--- src/rtl/soc_event_collector.sv ---
// Event pulse collector: per-line saturating pending counters feeding a
// round-robin arbiter that emits one event ID per valid/grant transfer.
module soc_event_collector #(
    parameter int NUM_EVT      = 32,
    parameter int EVT_ID_WIDTH = 8,
    parameter int CNT_WIDTH    = 2,
    parameter int ID_BASE      = 0
) (
    input  logic                    clk_i,
    input  logic                    rst_i,
    input  logic [NUM_EVT-1:0]      evt_i,
    input  logic [NUM_EVT-1:0]      evt_mask_i,
    output logic                    event_fifo_valid_o,
    output logic [EVT_ID_WIDTH-1:0] event_fifo_data_o,
    input  logic                    event_fifo_grant_i,
    output logic [NUM_EVT-1:0]      ovf_o,
    input  logic [NUM_EVT-1:0]      ovf_clr_i,
    output logic                    err_o,
    output logic                    pending_o
);

    localparam int PTR_W = (NUM_EVT > 1) ? $clog2(NUM_EVT) : 1;
    localparam logic [CNT_WIDTH-1:0] CNT_MAX = '1;

    logic [NUM_EVT-1:0]      req;
    logic [NUM_EVT-1:0]      hi_mask;
    logic [NUM_EVT-1:0]      req_hi;
    logic [NUM_EVT-1:0]      sel_vec;
    logic [NUM_EVT-1:0]      ovf_reg;
    logic [PTR_W-1:0]        ptr_reg;
    logic [PTR_W-1:0]        win_idx;
    logic                    valid_reg;
    logic [EVT_ID_WIDTH-1:0] data_reg;
    logic                    load;
    logic                    any_req;

    assign load    = !valid_reg || event_fifo_grant_i;
    assign any_req = |req;

    // Lines above the pointer get first pick; otherwise wrap to the lowest requester.
    assign req_hi  = req & hi_mask;
    assign sel_vec = (|req_hi) ? req_hi : req;

    always_comb begin
        win_idx = '0;
        for (int i = NUM_EVT - 1; i >= 0; i--) begin
            if (sel_vec[i]) begin
                win_idx = PTR_W'(i);
            end
        end
    end

    generate
        for (genvar gi = 0; gi < NUM_EVT; gi++) begin : g_line
            logic [CNT_WIDTH-1:0] cnt_reg;
            logic                 ovf_bit_reg;
            logic                 inc;
            logic                 dec;
            logic                 ovf_set;

            assign hi_mask[gi] = (PTR_W'(gi) > ptr_reg);
            assign req[gi]     = (cnt_reg != '0);
            assign inc         = evt_i[gi] & evt_mask_i[gi];
            assign dec         = load && any_req && (win_idx == PTR_W'(gi));
            assign ovf_set     = inc && !dec && (cnt_reg == CNT_MAX);
            assign ovf_reg[gi] = ovf_bit_reg;

            always_ff @(posedge clk_i) begin
                if (rst_i) begin
                    cnt_reg     <= '0;
                    ovf_bit_reg <= 1'b0;
                end else begin
                    if (inc && !dec && (cnt_reg != CNT_MAX)) begin
                        cnt_reg <= cnt_reg + 1'b1;
                    end else if (dec && !inc) begin
                        cnt_reg <= cnt_reg - 1'b1;
                    end
                    // A fresh overflow outranks a simultaneous clear.
                    if (ovf_set) begin
                        ovf_bit_reg <= 1'b1;
                    end else if (ovf_clr_i[gi]) begin
                        ovf_bit_reg <= 1'b0;
                    end
                end
            end
        end
    endgenerate

    always_ff @(posedge clk_i) begin
        if (rst_i) begin
            valid_reg <= 1'b0;
            data_reg  <= '0;
            ptr_reg   <= PTR_W'(NUM_EVT - 1);
        end else if (load) begin
            if (any_req) begin
                valid_reg <= 1'b1;
                data_reg  <= EVT_ID_WIDTH'(ID_BASE + int'(win_idx));
                ptr_reg   <= win_idx;
            end else begin
                valid_reg <= 1'b0;
            end
        end
    end

    assign event_fifo_valid_o = valid_reg;
    assign event_fifo_data_o  = data_reg;
    assign ovf_o              = ovf_reg;
    assign err_o              = |ovf_reg;
    assign pending_o          = any_req;

endmodule

--- config.mk ---
export PLATFORM = sky130hd
export DESIGN_NAME = soc_event_collector
export DESIGN_NICKNAME = d
export VERILOG_FILES = /design/src/rtl/soc_event_collector.sv
export SDC_FILE = /design/constraint.sdc
export NUM_CORES = 1
export LEC_CHECK = 0
export CORE_ASPECT_RATIO = 0.6
export CORE_MARGIN = 2
export CORE_UTILIZATION = 48
export CTS_CLUSTER_DIAMETER = 40
export CTS_CLUSTER_SIZE = 14
export DETAILED_ROUTE_END_ITERATION = 8
export PLACE_DENSITY = 0.84
export SETUP_SLACK_MARGIN = 0.2
export SLEW_MARGIN = 20
export SYNTH_ARGS = -nofsm -noshare
export SYNTH_HDL_FRONTEND = slang
export SYNTH_SLANG_ARGS = --single-unit
--- constraint.sdc ---
create_clock -name clk_i -period 5.65 [get_ports clk_i]
set_clock_uncertainty 0.15 [all_clocks]
set_input_delay 0.8475 -clock clk_i [delete_from_list [all_inputs] [get_ports clk_i]]
set_output_delay 0.8475 -clock clk_i [all_outputs]
set_load 0.05 [all_outputs]
-- Yosys cells after proc, flatten, opt, wreduce, memory -nomap -nowiden
Index checks and enable logic that the tools add are counted.
- add/subtract/negate cells: 64
- eq/ne operators: 95
- mux-type cells: 162
- bitwise operators: 33
- magnitude comparators: 32
- reduce and logical (&&, ||, !) cells: 328
- operators with widths (cell ; number):
    nonzero test 2 bit ; 96
    logical AND 1 bit ; 161
    two-way mux 5 bit ; 32
    two-way mux 2 bit ; 64
    OR reduction 32 bit ; 3
    == test 5 bit (second input constant) ; 16
    > comparator 5 bit (first input constant) ; 16
    logical NOT 1 bit ; 65
    two-way mux 1 bit ; 65
    adder 2 x 1 -> 2 bit (second input constant) ; 32
    == test 2 bit (second input constant) ; 32
    inequality test 2 bit (second input constant) ; 32
    subtractor 2 x 1 -> 2 bit (second input constant) ; 32
    == test 5 x 4 -> 1 bit (second input constant) ; 8
    > comparator 4 x 5 -> 1 bit (first input constant) ; 8
    bitwise AND 1 bit ; 32
    bitwise AND 32 bit ; 1
    two-way mux 32 bit ; 1
    == test 5 x 3 -> 1 bit (second input constant) ; 4
    > comparator 3 x 5 -> 1 bit (first input constant) ; 4
    == test 5 x 2 -> 1 bit (second input constant) ; 2
    > comparator 1 x 5 -> 1 bit (first input constant) ; 2
    > comparator 2 x 5 -> 1 bit (first input constant) ; 2
    == test 5 x 1 -> 1 bit (second input constant) ; 1
    3 further kinds ; 3
- register bits after elaboration: 107
- bits of input ports: 99
- logic and storage cells: 781
- output and inout bits: 43

-- Longest topological paths before layout
- depth after elaboration: 42
- mapped depth: 19
- gate-level depth less buffers: 12

-- Worst setup path after synthesis
No wires, ideal clock.
- kind: register -> register
- start: register g_line[31].cnt_reg[1]
- end: register g_line[7].cnt_reg[0]
- slack: 1.565 ns
- stages on the path, launching flop included: 15
- setup time: 0.092 ns
- path buffers: 2
- clock period less this slack: 4.085 ns
- arrival time: 3.843 ns
- required time: 5.408 ns
- cell sequence: dfxtp_1 nor4_4 o311ai_1 o32a_1 or3b_1 buf_4 or3_4 a32oi_4 or4b_4 o21ai_1 or3b_1 buf_4 or3_1 xnor2_1 o32ai_1
- word-level cells in the longest chain between the ends: 42
- elaborated cells on any way between the ends: 46
- classes of those cells: eq/ne (1); mux (34); bitwise (1); reduce/logical (10)
- RTL lines (what ; RTL line ; source):
    start, declared ; 55 ; logic [CNT_WIDTH-1:0] cnt_reg;
    start signal, assigned ; 74 ; cnt_reg <= cnt_reg + 1'b1;
    start signal, assigned ; 76 ; cnt_reg <= cnt_reg - 1'b1;
    nonzero test 2 bit * ; 62 ; assign req[gi] = (cnt_reg != '0);
    bitwise AND 32 bit ; 41 ; assign req_hi = req & hi_mask;
    OR reduction 32 bit ; 42 ; assign sel_vec = (|req_hi) ? req_hi : req;
    two-way mux 32 bit ; 42 ;
    two-way mux 5 bit (32 in a row) ; 47 ; if (sel_vec[i]) begin
    == test 5 x 3 -> 1 bit ; 64 ; assign dec = load && any_req && (win_idx == PTR_W'(gi));
    logical AND 1 bit * ; 64 ;
    logical NOT 1 bit ; 73 ; if (inc && !dec && (cnt_reg != CNT_MAX)) begin
    logical AND 1 bit (2 in a row) ; 73 ;
    two-way mux 2 bit / nonzero test 2 bit (equally long branches) ; -- ;
    end signal, assigned ; 74 ;
    end signal, assigned ; 76 ;
    end, declared ; 55 ;
Every way passes the cells marked *; elsewhere a longest branch is shown, timed or not.
A chain may end at the register's enable or synchronous reset.

-- Final worst setup path
- start: register ptr_reg[1]
- end: register g_line[31].cnt_reg[0]
- word-level cells in the longest chain between the ends: 42
- elaborated cells on any way between the ends: 75
- classes of those cells: order compare (32); eq/ne (1); mux (34); bitwise (1); reduce/logical (7)
- RTL lines (what ; RTL line ; source):
    start, declared ; 30 ; logic [PTR_W-1:0] ptr_reg;
    start signal, assigned ; 93 ; ptr_reg <= PTR_W'(NUM_EVT - 1);
    start signal, assigned ; 98 ; ptr_reg <= win_idx;
    > comparator 1 x 5 -> 1 bit, or another cell as far along ; 61 ; assign hi_mask[gi] = (PTR_W'(gi) > ptr_reg);
    bitwise AND 32 bit * ; 41 ;
    OR reduction 32 bit ; 42 ;
    two-way mux 32 bit * ; 42 ;
    two-way mux 5 bit (31 in a row) ; 47 ;
    two-way mux 5 bit * ; 47 ;
    == test 5 bit * ; 64 ;
    logical AND 1 bit * ; 64 ;
    logical NOT 1 bit ; 73 ;
    logical AND 1 bit (2 in a row) ; 73 ;
    two-way mux 2 bit / nonzero test 2 bit (equally long branches) ; -- ;
Marks and branches as above.

==> results_dict.tcl <==
set metrics [dict create \
    dieArea_um2 17000 \
    yosysSeqAreaShare 0.280 \
    path_common_cell "a211oi_1" \
    critPathMaxFanout 23 \
    antenna_found_initial 0 \
    synth_area_per_cell_um2 7.77 \
    path_class "reg2reg" \
    vias_per_cell 6.40 \
    synth_top_cell_by_area "dfxtp_1" \
    fill_cells 1389 \
    crit_path_end_kind "flip-flop" \
    cts-hold-fix-buffers 0 \
    drt_pass1_iterations 8 \
    post-route-period-util 0.910 \
    min_path_cells 2 \
    diodes 0 \
    netlist_top_cells_area "dfxtp_1 (28%), a21oi_1 (4.5%), nor2_1 (4.3%)" \
    synthMostInstantiatedCell "dfxtp_1" \
    rr_worst_depth 13 \
    ys_types 91 \
    largest_register_ffs 64 \
    layout-area-overhead-vs-synth_pct 23.2 \
    cts_tree "done" \
    cp_num_buf_inv 1 \
    gp_congestion 1.05 \
    max_stage_delay_ns 0.59 \
    drt_wl_total_um 27000 \
    antenna_left 0 \
    cts_made_buffers 9 \
    slew_headroom 0.246 \
    arrival_ns 5.25 \
    drtIter0Drc 1032 \
    initial_utilization 0.495 \
    grt_usage 0.313 \
    synth_edf_count 0 \
    worstSkewPairLatency_ns 0.36 \
    crit_slowest_cell "a211oi_1" \
    period_minus_slack_ns 5.14 \
    synthCells 984 \
    htree_levels 3 \
    async_flop_share 0 \
    synth_top_family_by_area "compound AO/OA/AOI/OAI gates" \
    yosysWarningCount 0 \
    ys.flop_type "dfxtp_1" \
    final_nets 1191 \
    ff2ff_setup_slack_ns 0.51 \
    min_from "event_fifo_data_o[3]" \
    max_freq_mhz 195 \
    crit_chain "or2_1, o311ai_1, o32a_1, or3b_1, nor2_2, buf_4, a211oi_1, nand4_1, or3_1, nor3_2, a31oi_1, a21o_1, a211oi_1" \
    synth_compound_area_frac 0.308 \
    layout.cells.non_filler 1300 \
    ctsRootBufferMaster "clkbuf_16" \
    r2r-start "ptr_reg[1]" \
    rows 35 \
    synthMuxAreaShare 0.0121 \
    layout-drive-gt1-share 0.0957 \
    grt-ovfl-total 0 \
    drv_cap 0 \
    grt_pass1_vias 7473 \
    hold_class "reg2reg" \
    yosysTopAreaCellShare 0.280 \
    fin_tns_setup_ns 0 \
    place_hpwl_um 21100 \
    rsz0062_at_grt "no" \
    post_cts_buffers 0 \
    rr_endpoint "g_line[31].cnt_reg[0]" \
    synth-seq-cells 107 \
    synth_fa_ha_area_frac 0 \
    ios 142 \
    drc 0 \
    clock_path_buffers 2 \
    slew_violations 0 \
    synthXorXnorAreaFrac 0.0183 \
    ctsResizeCount 0 \
    cp_top_family "simple AND/OR/NAND/NOR gates" \
    wl_per_cell_um 20.7 \
    routed-via-count 8323 \
    crit_required_ns 5.76 \
    status "complete, no violations" \
    synth.top_cells.by_count "dfxtp_1 (107), nor2_1 (88), a21oi_1 (68), nand2_1 (67), o21ai_0 (50)" \
    synth_simple_gate_area_frac 0.291 \
    finalInstanceArea_um2 9420 \
    die_y_um 102 \
    start_kind "flip-flop" \
    grt_pass1_wl_um 41700 \
    core_um2 15500 \
    clk_pin_slew_worst_paths_ns 0.07 \
    worst_pin_slew_ns 1.13 \
    grt_max_degree 99 \
    min_to "event_fifo_data_o[3]" \
    dp.cells 1284 \
    die_w_um 167 \
    placed_area_um2 9140 \
    setup_slack_ns 0.509 \
    setup_viol 0 \
    io_buffers 138 \
    syn_area_um2 7650 \
    place_ws_ns 0.707 \
    hold_viol 0 \
    clock-sinks 107 \
]
## cells in the final DEF, fill, tap and decap left out, drive strengths merged, types with 8 or more instances in the layout
cell / count
clkbuf: 10
nand4: 13
dfxtp: 107
o31ai: 12
buf: 47
or3: 15
a32oi: 20
and3: 9
o22ai: 9
and4: 10
a31oi: 18
o32ai: 17
nand3: 22
clkdlybuf4s50: 137
or2: 10
nor4: 21
nand2b: 31
o21ai: 55
nor3: 38
nor2b: 13
o211ai: 19
nand3b: 11
nor2: 89
and2: 23
a21oi: 69
nand2: 69
a21o: 9
xnor2: 15
o41ai: 8
inv: 46
a211oi: 21
## through the flow
stage                      util  hold WS [ns]
after floorplan               -         0.308
after global placement    0.591         0.297
after detailed placement  0.591         0.306
after CTS                 0.609         0.316
after global routing      0.609         0.352
final                     0.609         0.313
## worst max path at each step
stage                                from  cells after the start  slack, ns                     to
floorplan           g_line[31].cnt_reg[1]                     14       1.56   g_line[7].cnt_reg[0]
global placement               ptr_reg[3]                     14       0.69  g_line[12].cnt_reg[0]
detailed placement             ptr_reg[1]                     13       0.71  g_line[30].cnt_reg[0]
CTS                            ptr_reg[1]                     13       0.67  g_line[30].cnt_reg[0]
global route                   ptr_reg[1]                     13       0.21  g_line[31].cnt_reg[0]
finish                         ptr_reg[1]                     13       0.51  g_line[31].cnt_reg[0]
## area by class of cell
class / count / area [um^2] / share of cell area
flip-flops and latches: 107 / 2140 / 0.227
repair buffers: 184 / 1760 / 0.187
multi-input cells: 749 / 4830 / 0.512
clock inverters: 6 / 53.8 / 0.00571
inverters: 41 / 154 / 0.0163
well taps: 203 / 254 / 0.0270
clock buffers: 10 / 229 / 0.0243
## cell families (layout without fill, tap and decap cells)
family          after synthesis  in the layout
flops                       107            107
simple gates                394            394
compound gates              327            327
mux                           9              9
other cells                   1              3
xor+xnor                     16             16
buf+inv                     130            241
## layer usage
metal	up-vias	global-route usage	routed length, um	share of wire
li1	3879	-	-	-
met1	3859	0.475	12700	0.47
met2	548	0.426	10200	0.38
met3	37	0.101	3770	0.14
met4	0	0.0617	350	0.013
met5	-	0	0	0
## tightest hold or removal path: stages (launching register included)
cell and delay, ns:
dfxtp_1 0.31, nand2_1 0.05, a21oi_1 0.05
Power is left out: the tool's default activity adds up to more than one toggle a clock period on the data nets, which glitch-free logic cannot reach.
